<file path="config.mk">
export PLATFORM = sky130hd
export DESIGN_NAME = fixed_memory_access_unit
export DESIGN_NICKNAME = d
export VERILOG_FILES = /design/src/rtl/fixed_memory_pkg.sv /design/src/rtl/fixed_memory_access_unit_wb_fifo.sv /design/src/rtl/fixed_memory_access_unit.sv
export SDC_FILE = /design/constraint.sdc
export NUM_CORES = 1
export LEC_CHECK = 0
export BUFFER_PORTS_ARGS = -buffer_cell sky130_fd_sc_hd__buf_2
export CAP_MARGIN = 40
export CORE_ASPECT_RATIO = 1.1
export CORE_MARGIN = 2
export CORE_UTILIZATION = 55
export CTS_BUF_LIST = sky130_fd_sc_hd__clkbuf_16
export CTS_CLUSTER_DIAMETER = 200
export DETAILED_ROUTE_END_ITERATION = 10
export GPL_TIMING_DRIVEN = 0
export PLACE_DENSITY = 0.8
export REMOVE_ABC_BUFFERS = 1
export SYNTH_ARGS = -nofsm -noshare
export SYNTH_HDL_FRONTEND = slang
export SYNTH_SLANG_ARGS = --single-unit
export TNS_END_PERCENT = 20
</file>
<file path="constraint.sdc">
create_clock -name clk -period 2.6 [get_ports clk]
set_input_delay 0.52 -clock clk [delete_from_list [all_inputs] [get_ports clk]]
set_output_delay 0.52 -clock clk [all_outputs]
set_load 0.01 [all_outputs]
</file>
<file path="src/rtl/fixed_memory_pkg.sv">
// Shared types and constants for the load/store front end.
package fixed_memory_pkg;

  localparam int MEMADDRBITS = 10;
  localparam int MEMWORDS    = 1024;

  // Struct field widths; the top-level width parameters default to these
  // and must be left equal to them.
  localparam int DATAW = 16;
  localparam int REGW  = 4;

  typedef struct packed {
    logic             valid;
    logic             is_store;
    logic [DATAW-1:0] ea;
    logic [DATAW-1:0] store_data;
    logic [REGW-1:0]  dest_reg;
  } mem_req_t;

  typedef struct packed {
    logic [REGW-1:0]  dest_reg;
    logic [DATAW-1:0] data;
    logic             fault;
  } wb_entry_t;

  // Any address bit above the memory index makes the access out of range.
  function automatic logic addrInRange(input logic [DATAW-1:0] ea);
    return (ea >> MEMADDRBITS) == '0;
  endfunction

endpackage

</file>
<file path="src/rtl/fixed_memory_access_unit_wb_fifo.sv">
// Synchronous FIFO holding load results on their way to writeback.
module wb_fifo #(
  parameter int  DEPTH = 4,
  parameter type T     = logic [7:0]
) (
  input  logic clk,
  input  logic rst,
  input  logic push,
  input  logic pop,
  input  T     pushData,
  output T     headData,
  output logic full,
  output logic empty
);

  localparam int PW = $clog2(DEPTH);

  T               entries [DEPTH];
  logic [PW-1:0]  wrPtr, rdPtr;
  logic [PW:0]    count;
  logic           doPush, doPop;

  assign full     = count == (PW+1)'(DEPTH);
  assign empty    = count == '0;
  assign headData = entries[rdPtr];
  assign doPop    = pop && !empty;
  // A push into a full FIFO is fine when the head leaves on the same edge.
  assign doPush   = push && (!full || doPop);

  // Entry storage carries no reset; count alone says what is live.
  always_ff @(posedge clk) begin
    if (doPush) entries[wrPtr] <= pushData;
  end

  // Pointers wrap naturally since DEPTH is a power of two.
  always_ff @(posedge clk or posedge rst) begin
    if (rst) begin
      wrPtr <= '0;
      rdPtr <= '0;
      count <= '0;
    end else begin
      if (doPush) wrPtr <= wrPtr + 1'b1;
      if (doPop)  rdPtr <= rdPtr + 1'b1;
      count <= count + (PW+1)'(doPush) - (PW+1)'(doPop);
    end
  end

endmodule

</file>
<file path="src/rtl/fixed_memory_access_unit.sv">
// Load/store front end for the fixed 1024-word data memory: one request
// register feeding the memory, load results returned through a FIFO.
module fixed_memory_access_unit
  import fixed_memory_pkg::*;
#(
  parameter int DATABITWIDTH    = DATAW,
  parameter int REGADDRBITWIDTH = REGW,
  parameter int WBQUEUEDEPTH    = 4
) (
  input  logic                       clk,
  input  logic                       rst,
  input  logic                       clk_en,
  input  logic                       ReqValid,
  output logic                       ReqReady,
  input  logic                       ReqIsStore,
  input  logic [DATABITWIDTH-1:0]    ReqBase,
  input  logic [DATABITWIDTH-1:0]    ReqOffset,
  input  logic [DATABITWIDTH-1:0]    ReqStoreData,
  input  logic [REGADDRBITWIDTH-1:0] ReqDestReg,
  output logic                       MemWriteEn,
  output logic [DATABITWIDTH-1:0]    MemAddr,
  output logic [DATABITWIDTH-1:0]    MemDataOut,
  input  logic [DATABITWIDTH-1:0]    MemDataIn,
  output logic                       WbValid,
  input  logic                       WbReady,
  output logic [REGADDRBITWIDTH-1:0] WbDestReg,
  output logic [DATABITWIDTH-1:0]    WbData,
  output logic                       WbFault,
  output logic                       StoreFault
);

  mem_req_t  rr;
  wb_entry_t pushEntry, head;
  logic      full, empty, pop, push;
  logic      rrInRange, canRetire, retire, accept, storeFaultQ;

  assign rrInRange = addrInRange(rr.ea);

  // Stores always retire; loads need FIFO room, which a same-edge pop
  // provides even when full (full implies non-empty).
  assign canRetire = rr.valid && (rr.is_store || !full || WbReady);
  assign ReqReady  = !rr.valid || canRetire;
  assign accept    = clk_en && ReqValid && ReqReady;
  assign retire    = clk_en && canRetire;
  assign push      = retire && !rr.is_store;
  assign pop       = clk_en && !empty && WbReady;

  // Out-of-range loads return zero data flagged as a fault.
  always_comb begin
    pushEntry          = '0;
    pushEntry.dest_reg = rr.dest_reg;
    pushEntry.data     = rrInRange ? MemDataIn : '0;
    pushEntry.fault    = !rrInRange;
  end

  // Request register: new request replaces a retiring one in the same cycle.
  always_ff @(posedge clk or posedge rst) begin
    if (rst) begin
      rr <= '0;
    end else if (accept) begin
      rr.valid      <= 1'b1;
      rr.is_store   <= ReqIsStore;
      rr.ea         <= ReqBase + ReqOffset;
      rr.store_data <= ReqStoreData;
      rr.dest_reg   <= ReqDestReg;
    end else if (retire) begin
      rr.valid <= 1'b0;
    end
  end

  // One-cycle flag for a store dropped on an out-of-range address.
  always_ff @(posedge clk or posedge rst) begin
    if (rst) storeFaultQ <= 1'b0;
    else     storeFaultQ <= retire && rr.is_store && !rrInRange;
  end

  // The memory commits whenever write-enable is high on an edge, so the
  // enable itself must carry the clk_en qualification.
  assign MemWriteEn = rr.valid && rr.is_store && rrInRange && clk_en;
  assign MemAddr    = rr.valid ? rr.ea : '0;
  assign MemDataOut = rr.valid ? rr.store_data : '0;
  assign StoreFault = storeFaultQ && clk_en;

  wb_fifo #(
    .DEPTH (WBQUEUEDEPTH),
    .T     (wb_entry_t)
  ) uWbFifo (
    .clk      (clk),
    .rst      (rst),
    .push     (push),
    .pop      (pop),
    .pushData (pushEntry),
    .headData (head),
    .full     (full),
    .empty    (empty)
  );

  assign WbValid   = !empty;
  assign WbDestReg = empty ? '0 : head.dest_reg;
  assign WbData    = empty ? '0 : head.data;
  assign WbFault   = !empty && head.fault;

endmodule

</file>
### Yosys cells after proc, flatten, opt, wreduce, memory -nomap -nowiden

Memory sizes are Yosys's and may differ from the RTL's.
Index checks and enable logic that the tools add are counted.

| storage, ports and cells | value |
|---|---|
| bits in writable memories | 84 |
| word-level logic and storage cells | 53 |
| input bits | 74 |
| bits in registers | 46 |
| output and inout port bits | 57 |
| memories kept | 1 |

| cells by class | value |
|---|---|
| add/subtract/negate cells | 5 |
| multiplexer cells | 9 |
| reductions and logical operators | 28 |
| equal/unequal tests | 1 |

Memories:

| memory | depth | width | rd ports | clocked after Yosys merged registers in | wr ports | RTL line | RTL |
|---|---|---|---|---|---|---|---|
| uWbFifo.entries | 4 | 21 | 1 | 0 | 1 | fixed_memory_access_unit_wb_fifo.sv:18 | `T entries [DEPTH];` |

Operators by type and width:

| kind | count |
|---|---|
| 16-bit 2-to-1 mux | 4 |
| 16-bit adder | 1 |
| 1-bit logical AND | 16 |
| 16-bit logical NOT | 1 |
| 1-bit logical NOT | 5 |
| 2-bit by 1-bit adder with 2-bit output (second input constant) | 2 |
| 1-bit logical OR | 4 |
| 1-bit 2-to-1 mux | 4 |
| 4-bit 2-to-1 mux | 1 |
| 3-bit by 1-bit adder with 3-bit output | 1 |
| 3-bit equality test (second input constant) | 1 |
| 3-bit logical NOT | 1 |
| 3-bit by 1-bit subtractor with 3-bit output | 1 |
| 2-bit nonzero test | 1 |

### Logic depth before layout (Yosys ltp)

| logic depth | value |
|---|---|
| depth after elaboration | 10 |
| mapped depth | 8 |
| mapped depth without buffers | 8 |

### Hierarchy

From an unflattened synthesis, not the netlist that was laid out.

| unflattened totals | value |
|---|---|
| cell total of the unflattened synthesis | 482 |
| area, all modules | 6226.0 um2 |

By module, submodules not included:

| module | area an instance (um2) | times used | cells an instance | seq. area each (um2) |
|---|---|---|---|---|
| wb_fifo | 3464.6 | 1 | 146 | 2697.6 |
| fixed_memory_access_unit | 2761.4 | 1 | 336 | 975.9 |

### Worst setup path before layout

No wires, ideal clock.

| timing path | value |
|---|---|
| path type | register to output |
| start | register rr[33] in the netlist's numbering |
| end | output MemWriteEn |
| stages on the path, launching flop included | 6 |
| arrival | 1.784 ns |
| required time | 2.080 ns |
| setup slack | 0.296 ns |
| buffers on the path | 1 |
| path through | dfrtp_1 -> or4_1 -> nor3_1 -> clkbuf_1 -> inv_1 -> nor2_1 |

| between the ends | value |
|---|---|
| word-level cells in the longest chain between the ends | 3 |

Ends and longest elaborated chain:

| what | RTL line | RTL |
|---|---|---|
| start, declared | fixed_memory_access_unit.sv:32 | `mem_req_t rr;` |
| 16-bit logical NOT | fixed_memory_pkg.sv:28 | `return (ea >> MEMADDRBITS) == '0;` |
| 1-bit logical AND (2 in a row) | fixed_memory_access_unit.sv:79 | `assign MemWriteEn = rr.valid && rr.is_store && rrInRange && clk_en;` |
| end, declared | fixed_memory_access_unit.sv:20 | `output logic MemWriteEn,` |

Every way passes these cells.

### Final worst setup path

| timing path | value |
|---|---|
| start | register rr[34] in the netlist's numbering |
| end | output MemWriteEn |

The elaborated chain is that of the path after synthesis.

==> flow_summary.yaml <==
outcome:
  status: "completed"
worst_setup_path:
  criticalPathCategory: "reg -> out"
  reg2reg_from: "uWbFifo.count[1]$_DFF_PP0_"
  worst_path_dominant_cell_family: "simple AND/OR/NAND/NOR gates"
  r2r_slack_ns: 0.09
  crit_buf_inv: 3
  endpoint_kind: "output pin"
  crit_path_start_kind: "flop"
  critPathArrivalTime_ns: 2.03
  slowest_delay_ns: 0.53
  slowest_stage: "or4_4"
  reg2reg_depth: 9
  crit_required_ns: 2.08
  r2r-end: "rr[33]$_DFFE_PP0P_"
  crit_fanout: 8
  path_cells: "or4_4 -> nor3_4 -> buf_6 -> inv_2 -> nor2_2 -> buf_2"
global_route:
  antenna_found_initial: 0
  grt_max_degree: 39
  grt_pass1_vias: 4049
  overflow: 0
  grt.total_usage_pct: 22.1
  grt_first_pass_wirelength_mm: 20.2
synth:
  seq_area_frac_synth_pct: 60.2
  synth_xor_area_share_pct: 2.58
  synth_top_family_by_area: "multiplexers"
  synth-simple-area-share_pct: 11.7
  yosysMostFrequentCell: "edfxtp_1"
  synth_cells: 434
  synth_top_area_share_pct: 41.3
  synthAdderAreaFrac_pct: 4.96
  ys_warn_count: 0
  synth.area.mux_share_pct: 12.0
  avgSynthCellArea_um2: 14.1
  synthTopCellsByCount: "edfxtp_1, and2_1, dfrtp_1"
  synth_area_leaders: "edfxtp_1, dfrtp_1, mux4_2, and2_1, ha_1"
  syn-cell-area_um2: 6110
  synthDistinctLibCells: 38
  synth_seq_cells: 130
  synth_edf_count: 84
  synth_compound_area_share_pct: 6.45
  synthArstFlopShare_pct: 35.4
  synth_ff_type: "edfxtp_1"
  yosys.area.top_type: "edfxtp_1"
power_and_ir_drop:
  peakVddDrop_mv: 0.552
  leakage_uw: 0.00325
  p_clk_share_pct: 32.7
  p_int_uw: 5050
  pwr-share-comb_pct: 28.4
  total_power_uw: 7030
  seqPwrFrac_pct: 38.9
  swShare_pct: 28.2
  powerDensity_nw_per_um2: 908
  p_sw_uw: 1980
drt:
  drc: 0
  dr.pass1.iters: 4
  vias_per_cell: 5.37
  ant_nets: 0
  wire_per_inst_um: 17.1
  num_vias: 3965
  drt_iter0_markers: 212
  drt_wl_total_mm: 12.6
timing:
  timing.hold.ws_ns: 0.0258
  fin_skew_ns: 0.0102
  max-slew-margin-rel_pct: 58.0
  setup_tns_ns: 0
  slew_viol_final: 0
  fin_crit_sh_pct: 97.9
  setup_viol: 0
  rsz0062_at_grt: "yes"
  max_freq_mhz: 393
  worst_slew_pin_slew_ns: 0.630
  hold_viol_final: 0
  fin_crit_ns: 2.55
die:
  dieHeight_um: 115
  core_area_um2: 10900
  initial_core_util_pct: 56.2
  row_count: 40
  ios: 131
  fp.dieArea_um2: 12000
  die_width_um: 104
cells_and_area:
  nets: 676
  stdcell_area_um2: 7740
  area_growth_pct: 26.8
  drive_gt1_share_pct: 38.9
  n_fill_cell: 767
  utilization_pct: 71.3
  antenna-diode-count: 0
clock_network:
  clk_latency_ns: 0.40
  numCtsBuffers: 17
  clk_transition_reported_paths_ns: 0.06
  cts-root-buf: "clkbuf_16"
  cts_tree: "yes"
  clockBufferDepth: 2
  cts_max_level: 4
  cts_sinks: 130
  hold_buffers: 0
job:
  max-cap-violations: 0
place:
  dp_hpwl_mm: 8.54
  placed_area_um2: 7030
  io_buffers: 130
  routabilityCongestion: 0.858
hold_path:
  hp-class: "in -> async"
==> flip-flops by register name (all words and copies together) (netlist names) <==
signal	cells
uWbFifo.rdPtr	2
rr	34
uWbFifo.count	3
pushEntry	4
uWbFifo.entries	84
storeFaultQ	1
uWbFifo.wrPtr	2
==> routing by layer <==
layer	up-vias	global-route usage, %	share of wire [%]	wire, um
li1	1881	-	-	-
met1	1943	27.3	41	5210
met2	135	38.6	52	6640
met3	6	5.69	5.5	699
met4	0	6.49	0.84	106
met5	-	0	0	0
==> cells by family after synthesis <==
| group | after synthesis |
|---|---|
| AO/OA/AOI/OAI | 61 |
| XOR/XNOR | 18 |
| adder cells (fa/ha/maj) | 23 |
| buffers and inverters | 33 |
| flip-flops | 130 |
| multiplexers | 44 |
| AND/OR/NAND/NOR | 125 |
==> how the worst max path moves through the flow <==
stage                            startpoint            endpoint  slack (ns)  cells past startpoint
4_1_cts          uWbFifo.count[1]$_DFF_PP0_  rr[33]$_DFFE_PP0P_       -0.12                      8
2_1_floorplan                       WbReady  rr[33]$_DFFE_PP0P_       -0.42                      6
5_1_grt        uWbFifo.rdPtr[0]$_DFFE_PP0P_           WbData[0]       -0.04                      4
3_3_place_gp             rr[37]$_DFFE_PP0P_  rr[33]$_DFFE_PP0P_       -1.05                      6
3_5_place_dp                        WbReady  rr[33]$_DFFE_PP0P_       -0.36                      9
6_report                 rr[34]$_DFFE_PP0P_          MemWriteEn        0.05                      6
==> worst register-to-register path, delay by kind of cell, from the launching register on <==
family / cells / cell delay (ns)
simple gates: 4 / 0.90
flops: 1 / 0.44
buf+inv: 3 / 0.50
compound gates: 2 / 0.54
==> power groups by stage <==
stage               clock, uW  combinational [uW]  sequential, uW
global route             2430                2170            2780
global placement            0                1690            2830
floorplan                   0                1190            2740
CTS                      2340                1880            2780
finish                   2300                2000            2740
detailed placement          0                1850            2810
==> per-stage QoR <==
step / setup slack, ns / std cells
after floorplan: -0.421 / 413
after global placement: -1.05 / 690
after detailed placement: -0.364 / 700
after CTS: -0.124 / 732
after global routing: -0.0381 / 738
final: 0.0549 / 738
==> layout make-up <==
| class | count | area, um2 | area share [%] |
|---|---|---|---|
| clock inverter | 14 | 149 | 1.92 |
| clock buffer | 17 | 425 | 5.49 |
| inverter | 12 | 45.0 | 0.582 |
| multi-input combinational | 271 | 2330 | 30.1 |
| tap | 147 | 184 | 2.38 |
| sequential | 130 | 3680 | 47.5 |
| timing repair buffer | 147 | 928 | 12.0 |
==> cell usage in the layout, fill, tap and decap left out, types with 4 or more instances in the layout <==
master	netlist	layout
a211oi_1	4	4
a21o_1	4	4
a21oi_1	13	13
and2_1	74	73
buf_12	0	4
buf_2	5	129
buf_4	0	5
buf_8	0	4
clkbuf_16	0	17
clkinv_2	0	4
dfrtp_1	46	44
edfxtp_1	84	84
ha_1	21	21
inv_1	12	12
mux2_2	23	23
mux4_2	21	21
nand2_1	22	22
nand3_1	5	5
nor2_1	7	6
o21a_1	4	4
o21ai_0	22	22
xnor2_1	13	13
xor2_1	5	5
==> timing repair <==
item                       in CTS  in global routing
buffers inserted                1                  6
hold endpoints to repair        0                  0
resized for setup               6                 10
pin swaps                       1                  2
setup endpoints to repair      25                 25
No activity file was read; power rests on OpenSTA's default activity.
